## src/rtl/parity_pkg.sv

```systemverilog
// Shared constants and the parity helper for the parity check arbiter.
package parity_pkg;

  localparam int unsigned BYTE_W = 8;

  // Even parity of a byte: the XOR reduction of its bits.
  function automatic logic even_parity(input logic [BYTE_W-1:0] b);
    return ^b;
  endfunction

endpackage

```

## src/rtl/rr_arbiter.sv

```systemverilog
// Generic round-robin grant: first set request at or after ptr, modulo N.
module rr_arbiter #(
  parameter int unsigned N    = 4,
  parameter int unsigned ID_W = $clog2(N)
) (
  input  logic            en,
  input  logic [N-1:0]    req,
  input  logic [ID_W-1:0] ptr,
  output logic [N-1:0]    gnt_c,
  output logic [ID_W-1:0] gnt_id_c,
  output logic            gnt_any_c
);

  logic [ID_W-1:0] idx;

  // Scan req starting at ptr and wrapping; the first hit wins.
  always_comb begin
    gnt_c     = '0;
    gnt_id_c  = '0;
    gnt_any_c = 1'b0;
    idx       = '0;
    if (en) begin
      for (int k = 0; k < int'(N); k++) begin
        idx = ID_W'((32'(ptr) + 32'(k)) % N);
        if (!gnt_any_c && req[idx]) begin
          gnt_any_c  = 1'b1;
          gnt_c[idx] = 1'b1;
          gnt_id_c   = idx;
        end
      end
    end
  end

endmodule

```

## src/rtl/parity_check_arbiter.sv

```systemverilog
// Round-robin shared even-parity checker with a single-entry result register.
// Optional per-requester saturating error counters: define PARITY_ERR_CNT_EN.
module parity_check_arbiter
  import parity_pkg::*;
#(
  parameter int unsigned NUM_REQ = 4,
  parameter int unsigned ID_W    = $clog2(NUM_REQ)
`ifdef PARITY_ERR_CNT_EN
  ,
  parameter int unsigned CNT_W   = 8
`endif
) (
  input  logic                      clk,
  input  logic                      rst_n,
  input  logic [NUM_REQ-1:0]        req_valid,
  input  logic [NUM_REQ*BYTE_W-1:0] req_data,
  input  logic [NUM_REQ-1:0]        req_parity,
  output logic [NUM_REQ-1:0]        req_ready,
  output logic                      res_valid,
  input  logic                      res_ready,
  output logic [ID_W-1:0]           res_id,
  output logic [BYTE_W-1:0]         res_data,
  output logic                      res_error
`ifdef PARITY_ERR_CNT_EN
  ,
  input  logic                      err_clr,
  output logic [NUM_REQ*CNT_W-1:0]  err_cnt
`endif
);

  typedef enum logic {IDLE = 1'b0, HOLD = 1'b1} state_e;

  state_e              state_q, state_d;
  logic [ID_W-1:0]     rr_ptr_q, rr_ptr_d;
  logic [ID_W-1:0]     res_id_q, res_id_d;
  logic [BYTE_W-1:0]   res_data_q, res_data_d;
  logic                res_error_q, res_error_d;

  logic                slot_free_c;
  logic                arb_en_c;
  logic [NUM_REQ-1:0]  gnt_c;
  logic [ID_W-1:0]     gnt_id_c;
  logic                gnt_any_c;
  logic [BYTE_W-1:0]   gnt_byte_c;
  logic                gnt_err_c;
  logic [BYTE_W-1:0]   req_bytes [NUM_REQ];

  // Unpack the flat request data bus into one byte per requester.
  for (genvar i = 0; i < int'(NUM_REQ); i++) begin : g_unpack
    assign req_bytes[i] = req_data[i*BYTE_W +: BYTE_W];
  end

  // The slot can take a new result when empty or draining this cycle; reset blocks grants.
  assign slot_free_c = (state_q == IDLE) || res_ready;
  assign arb_en_c    = slot_free_c && rst_n;

  rr_arbiter #(
    .N    (NUM_REQ),
    .ID_W (ID_W)
  ) u_rr_arbiter (
    .en        (arb_en_c),
    .req       (req_valid),
    .ptr       (rr_ptr_q),
    .gnt_c     (gnt_c),
    .gnt_id_c  (gnt_id_c),
    .gnt_any_c (gnt_any_c)
  );

  assign req_ready  = gnt_c;
  assign gnt_byte_c = req_bytes[gnt_id_c];
  assign gnt_err_c  = even_parity(gnt_byte_c) != req_parity[gnt_id_c];

  // Next-state: a grant loads the slot (replacing any drained result), a bare drain empties it.
  always_comb begin
    state_d     = state_q;
    rr_ptr_d    = rr_ptr_q;
    res_id_d    = res_id_q;
    res_data_d  = res_data_q;
    res_error_d = res_error_q;
    if (gnt_any_c) begin
      state_d     = HOLD;
      res_id_d    = gnt_id_c;
      res_data_d  = gnt_byte_c;
      res_error_d = gnt_err_c;
      rr_ptr_d    = (gnt_id_c == ID_W'(NUM_REQ - 1)) ? '0 : gnt_id_c + ID_W'(1);
    end else if ((state_q == HOLD) && res_ready) begin
      state_d = IDLE;
    end
  end

  // Arbiter state and result register.
  always_ff @(posedge clk) begin
    if (!rst_n) begin
      state_q     <= IDLE;
      rr_ptr_q    <= '0;
      res_id_q    <= '0;
      res_data_q  <= '0;
      res_error_q <= 1'b0;
    end else begin
      state_q     <= state_d;
      rr_ptr_q    <= rr_ptr_d;
      res_id_q    <= res_id_d;
      res_data_q  <= res_data_d;
      res_error_q <= res_error_d;
    end
  end

  assign res_valid = (state_q == HOLD);
  assign res_id    = res_id_q;
  assign res_data  = res_data_q;
  assign res_error = res_error_q;

`ifdef PARITY_ERR_CNT_EN
  logic [CNT_W-1:0] cnt_q [NUM_REQ];
  logic [CNT_W-1:0] cnt_d [NUM_REQ];

  // Clear wins over counting; counting saturates at all-ones.
  always_comb begin
    cnt_d = cnt_q;
    if (err_clr) begin
      for (int i = 0; i < int'(NUM_REQ); i++) cnt_d[i] = '0;
    end else if (gnt_any_c && gnt_err_c && (cnt_q[gnt_id_c] != '1)) begin
      cnt_d[gnt_id_c] = cnt_q[gnt_id_c] + CNT_W'(1);
    end
  end

  // Per-requester error counters.
  always_ff @(posedge clk) begin
    if (!rst_n) begin
      for (int i = 0; i < int'(NUM_REQ); i++) cnt_q[i] <= '0;
    end else begin
      cnt_q <= cnt_d;
    end
  end

  for (genvar i = 0; i < int'(NUM_REQ); i++) begin : g_pack_cnt
    assign err_cnt[i*CNT_W +: CNT_W] = cnt_q[i];
  end
`endif

endmodule

```

## config.mk

```make
export PLATFORM = sky130hd
export DESIGN_NAME = parity_check_arbiter
export DESIGN_NICKNAME = d
export VERILOG_FILES = /design/src/rtl/parity_pkg.sv /design/src/rtl/rr_arbiter.sv /design/src/rtl/parity_check_arbiter.sv
export SDC_FILE = /design/constraint.sdc
export NUM_CORES = 1
export LEC_CHECK = 0
export BUFFER_PORTS_ARGS = -buffer_cell sky130_fd_sc_hd__clkbuf_2
export CAP_MARGIN = 25
export CORE_MARGIN = 2
export CORE_UTILIZATION = 40
export DETAILED_ROUTE_END_ITERATION = 6
export PLACE_DENSITY = 0.69
export RECOVER_POWER = 100
export SLEW_MARGIN = 25
export SYNTH_ARGS = -nofsm -noshare
export SYNTH_HDL_FRONTEND = slang
export SYNTH_SLANG_ARGS = --single-unit
```

## constraint.sdc

```tcl
create_clock -name clk -period 8.8 [get_ports clk]
set_input_delay 1.76 -clock clk [delete_from_list [all_inputs] [get_ports clk]]
set_output_delay 1.76 -clock clk [all_outputs]
set_load 0.005 [all_outputs]
```

* After elaboration in Yosys (flattened, before gate mapping)
Index checks and enable logic that the tools add are counted.
** Cells by class
- Add/sub/neg operators :: 4
- Multipliers :: 0
- Divide/modulo/power cells :: 0
- Magnitude comparators :: 10
- Eq/ne operators :: 2
- Shift operators :: 0
- Muxes and demuxes :: 45
- Bitwise logic cells :: 5
- Reduce and logical (&&, ||, !) cells :: 15
** Operator list (count)
- 2-to-1 mux 4 bit :: 8
- 2-to-1 mux 1 bit :: 19
- binary-select mux 8 bit (select 2 bit) :: 1
- 2-to-1 mux 8 bit :: 2
- less-than comparator 2 x 3 -> 1 bit, second input constant :: 5
- 2-to-1 mux 2 bit :: 6
- bitwise OR 4 bit :: 3
- binary-select mux 1 bit (select 2 bit) :: 5
- logical AND 1 bit :: 9
- demux 1 bit (select 2 bit) :: 4
- >= comparator 2 x 1 -> 1 bit, second input constant :: 4
- parity 8 bit :: 1
- adder 2 x 1 -> 2 bit, second input constant :: 2
- adder 2 bit, second input constant :: 2
- >= comparator 3 bit, second input constant :: 1
- logical NOT 1 bit :: 3
- inverter 2 -> 3 bit :: 1
- equality test 2 bit, second input constant :: 1
- nonzero test 2 bit :: 1
- logical OR 1 bit :: 1
- != test 1 bit :: 1
- inverter 1 bit :: 1
** Word-level totals
- Bits in registers :: 14
- Bits in latches :: 0
- RAM bits :: 0
- Memory bits (read-only) :: 0
- Input port bits :: 43
- Output and inout bits :: 16
- Logic and storage cells :: 86
- Memories kept :: 0

* Logic depth before layout (Yosys ltp)
- Depth after elaboration :: 22
- Mapped depth :: 16
- Mapped depth without buffers :: 12

* By module
A second synthesis with hierarchy kept.
** Second synthesis, totals
- Cell total of the unflattened synthesis :: 152
- Area, all modules :: 1557.7 µm²
** Modules (own cells, without submodules)
- parity_check_arbiter :: times used 1, cells an instance 67, area each 872.1 µm², seq. area each 280.3 µm²
- rr_arbiter :: times used 1, cells an instance 85, area each 685.7 µm², seq. area each 0.0 µm²

* Least setup slack after synthesis
Ideal clock, no wire load.
- Path kind :: in2out
- From :: input req_valid[2]
- To :: output req_ready[0]
- Arrival :: 3.018 ns
- Data required time :: 7.040 ns
- Slack :: 4.022 ns
- Stages on the path :: 7
- Buffers on the path :: 1
- Cells stage by stage :: buf_2 > mux4_2 > nor2b_1 > a22oi_1 > nor2_1 > a221oi_1 > nor2_1
** On the way
- Word-level cells in the longest chain between the ends :: 16
- Elaborated cells on any way between the ends :: 31
** Ends and longest elaborated chain
- from (decl) :: RTL line parity_check_arbiter.sv:15 : input logic [NUM_REQ-1:0] req_valid,
- binary-select mux 1 bit (select 2 bit) :: RTL line rr_arbiter.sv:25 : if (!gnt_any_c && req[idx]) begin
- 2-to-1 mux 1 bit (not written as such) :: RTL line rr_arbiter.sv:25
- 2-to-1 mux 1 bit :: RTL line rr_arbiter.sv:25
- 2-to-1 mux 1 bit :: RTL line rr_arbiter.sv:22 : if (en) begin
- logical NOT 1 bit :: RTL line rr_arbiter.sv:25
- logical AND 1 bit :: RTL line rr_arbiter.sv:25
- 2-to-1 mux 1 bit :: RTL line rr_arbiter.sv:25
- 2-to-1 mux 1 bit :: RTL line rr_arbiter.sv:22
- logical NOT 1 bit :: RTL line rr_arbiter.sv:25
- logical AND 1 bit :: RTL line rr_arbiter.sv:25
- 2-to-1 mux 1 bit :: RTL line rr_arbiter.sv:25
- 2-to-1 mux 1 bit :: RTL line rr_arbiter.sv:22
- logical NOT 1 bit :: RTL line rr_arbiter.sv:25
- logical AND 1 bit :: RTL line rr_arbiter.sv:25
- 2-to-1 mux 4 bit (*) :: RTL line rr_arbiter.sv:25
- 2-to-1 mux 4 bit (*) :: RTL line rr_arbiter.sv:22
- to (decl) :: RTL line parity_check_arbiter.sv:18 : output logic [NUM_REQ-1:0] req_ready,
Every way passes the cells marked *; elsewhere a longest branch is shown, timed or not. The select of a mux whose other input is x is not followed.

* Worst setup path in the final report
- From :: input req_valid[1]
- To :: output req_ready[0]
The elaborated chain is that of the path after synthesis.

==> impl_metrics.tcl <==
set metrics [dict create \
    run_status "finished, final reports clean" \
    cts-resized-gates 0 \
    antenna_found_initial 0 \
    rows 21 \
    hold_class "register to register" \
    cts-root-buf "clkbuf_4" \
    min_period_ns 5.03 \
    holdWs_ns 0.464 \
    cts_buffer_depth 2 \
    yosys_most_used_dff "dfxtp_1" \
    io_buffers 58 \
    instances_no_fill 270 \
    ys_top_cells_by_area "dfxtp_1 (20%), mux2i_1 (7.7%), ha_1 (7.0%), nand2_1 (6.6%), nor2_1 (4.8%)" \
    grt_max_degree 22 \
    synth_edf_count 0 \
    whs_endpoint "res_id[1]" \
    power_density_nw_per_um2 172 \
    total_power_uw 289 \
    die_h_um 63.6 \
    clock_latency_ns 0.28 \
    avgSynthCellArea_um2 8.12 \
    avgRoutedWirePerCell_um 11.6 \
    ys_seq_area_share_pct 19.7 \
    fillCellCount 372 \
    r2r-start "rr_ptr_q[0]" \
    viasPerCell 5.06 \
    ys_types 42 \
    drt-initial-drc-count 55 \
    area_growth_pct 18.2 \
    cts-hold-fix-buffers 0 \
    startpoint "req_valid[1]" \
    post-cts-setup-buffers 0 \
    cts_max_level 1 \
    slew_viol_final 0 \
    cts_tree "done" \
    critical-path-max-stage-delay_ns 0.58 \
    fin_nets 276 \
    async_reset_ff_share_pct 0 \
    post-place-cells 266 \
    r2r_end "res_error" \
    grt_usage_pct 15.6 \
    tightest_slew_ns 0.937 \
    slew_headroom_pct 37.5 \
    ir_drop_mv 0.124 \
    cpLargestDelayFamily "multiplexers" \
    startpoint_type "input pin" \
    wl_mm 3.14 \
    overflow 0 \
    hold_path_depth 2 \
    synth_nets 226 \
    path_cells "clkbuf_1, mux4_2, nor2b_1, a22oi_1, nor2_1, a221oi_1, nor2_1, clkbuf_2" \
    fmax_ghz 0.199 \
    cpMostUsedCell "nor2_1" \
    place_congestion 0.825 \
    post-route-period-util_pct 57.2 \
    synth_top_area_share_pct 19.7 \
    hpwl_mm 2.41 \
    drive_gt1_share_pct 28.1 \
    cp.depth 8 \
    cts_made_buffers 3 \
    regToRegSetupSlack_ns 4.42 \
    clkTransAtPathRegs_ns 0.08 \
    netlist_instances 175 \
    dieArea_um2 4050 \
    num_antenna_cells 0 \
    cp-end-kind "output pin" \
    synth_warnings 0 \
    yosysTopAreaCell "dfxtp_1" \
    vias 1366 \
    grt_pass1_wl_mm 5.20 \
    most-common-layout-cells "clkbuf_2 (49), nand2_1 (25), nor2_1 (18), dfxtp_1 (14), o21ai_0 (13)" \
    reg2regPathDepth 12 \
    register_area_um2 280 \
    crit_slowest_cell "mux4_2" \
    multiInputGateArea_um2 1010 \
    first_pass_iters 4 \
    critPathRequiredTime_ns 7.04 \
    crit_type "input pin to output pin" \
    grt_pass1_vias 1178 \
    synth_seq_cells 14 \
    finalSetupViolCount 0 \
    ioPinCount 59 \
    timing.setup.tns_ns 0 \
    start_util_pct 42.3 \
    antenna_left 0 \
    fp.dieW_um 63.6 \
    leakagePower_nw 0.830 \
    cap_violations 0 \
    min_from "res_id[1]" \
    rsz0062_at_grt "false" \
    core_um2 3360 \
    drc 0 \
    final_hold_viol_count 0 \
    layout_commonest_cell "clkbuf_2" \
    utilization_pct 50.0 \
    clkSinkCount 14 \
    syn_area_um2 1420 \
    clock-skew-final_ns 0.00500 \
    critPathBufInv 2 \
    worst_ep_arrival_time_ns 3.27 \
    crit_fanout 8 \
]
cell type report:
class / count / share of cell area [%]
multi-input combinational: 143 / 60.0
clock buffer: 4 / 2.16
sequential: 14 / 16.7
tap: 46 / 3.43
inverter: 5 / 1.12
timing repair buffer: 58 / 16.6
cell families (layout without fill, tap and decap cells):
kind of cell / count (synthesis) / count (layout) / share of synthesized area, %
AO/OA/AOI/OAI: 39 / 39 / 17.9
adder cells (fa/ha/maj): 8 / 8 / 7.04
XOR/XNOR: 6 / 6 / 6.16
multiplexers: 23 / 23 / 19.4
buffers and inverters: 18 / 67 / 8.01
flip-flops: 14 / 14 / 19.7
AND/OR/NAND/NOR: 67 / 67 / 21.8
state kept, by name, indices dropped and copies added (netlist names):
signal     count
res_error      1
rr_ptr_q       2
res_data       8
res_valid      1
res_id         2
routing by layer:
layer  global-route usage [%]  vias up  wire length, um
li1                         -      722                -
met5                        0        -                0
met2                     25.5       42             1460
met1                     22.0      602             1500
met4                     1.63        0                0
met3                     3.21        0              184
Yosys cell counts, drive strengths merged (2+ instances only):
library cell and n:
nand2 25, nor2 19, dfxtp 14, o21ai 13, mux2i 11, buf 10, mux2 10, nand3 10
a21oi 9, ha 8, a221oi 5, a22oi 5, inv 5, and2 3, clkbuf 3, nand2b 3
xor2 3, a31oi 2, mux4 2, nor3 2, xnor3 2
report_power, final:
group          internal (mW)  total, mW  leakage [nW]  switching [mW]
registers             0.0748     0.0864         0.116          0.0115
clock network         0.0251     0.0453        0.0210          0.0201
logic                 0.0819      0.157         0.692          0.0755
total                  0.182      0.289         0.830           0.107
stage by stage:
step	setup slack [ns]	area, um2
floorplan	4.02	1420
global placement	3.84	1670
detailed placement	3.80	1670
CTS	3.80	1710
global route	3.63	1680
finish	3.77	1680
worst max-delay path by stage:
stage	to	slack, ns
detailed placement	req_ready[1]	3.80
floorplan	req_ready[0]	4.02
finish	req_ready[0]	3.77
CTS	req_ready[1]	3.80
global placement	req_ready[3]	3.84
global route	req_ready[0]	3.63
worst min-delay path, cell delays in order, from the launching register on:
cell	delay [ns]
dfxtp_1	0.32
nand2_1	0.05
a21oi_1	0.05
Note: power is estimated with default switching activity, not from simulation.
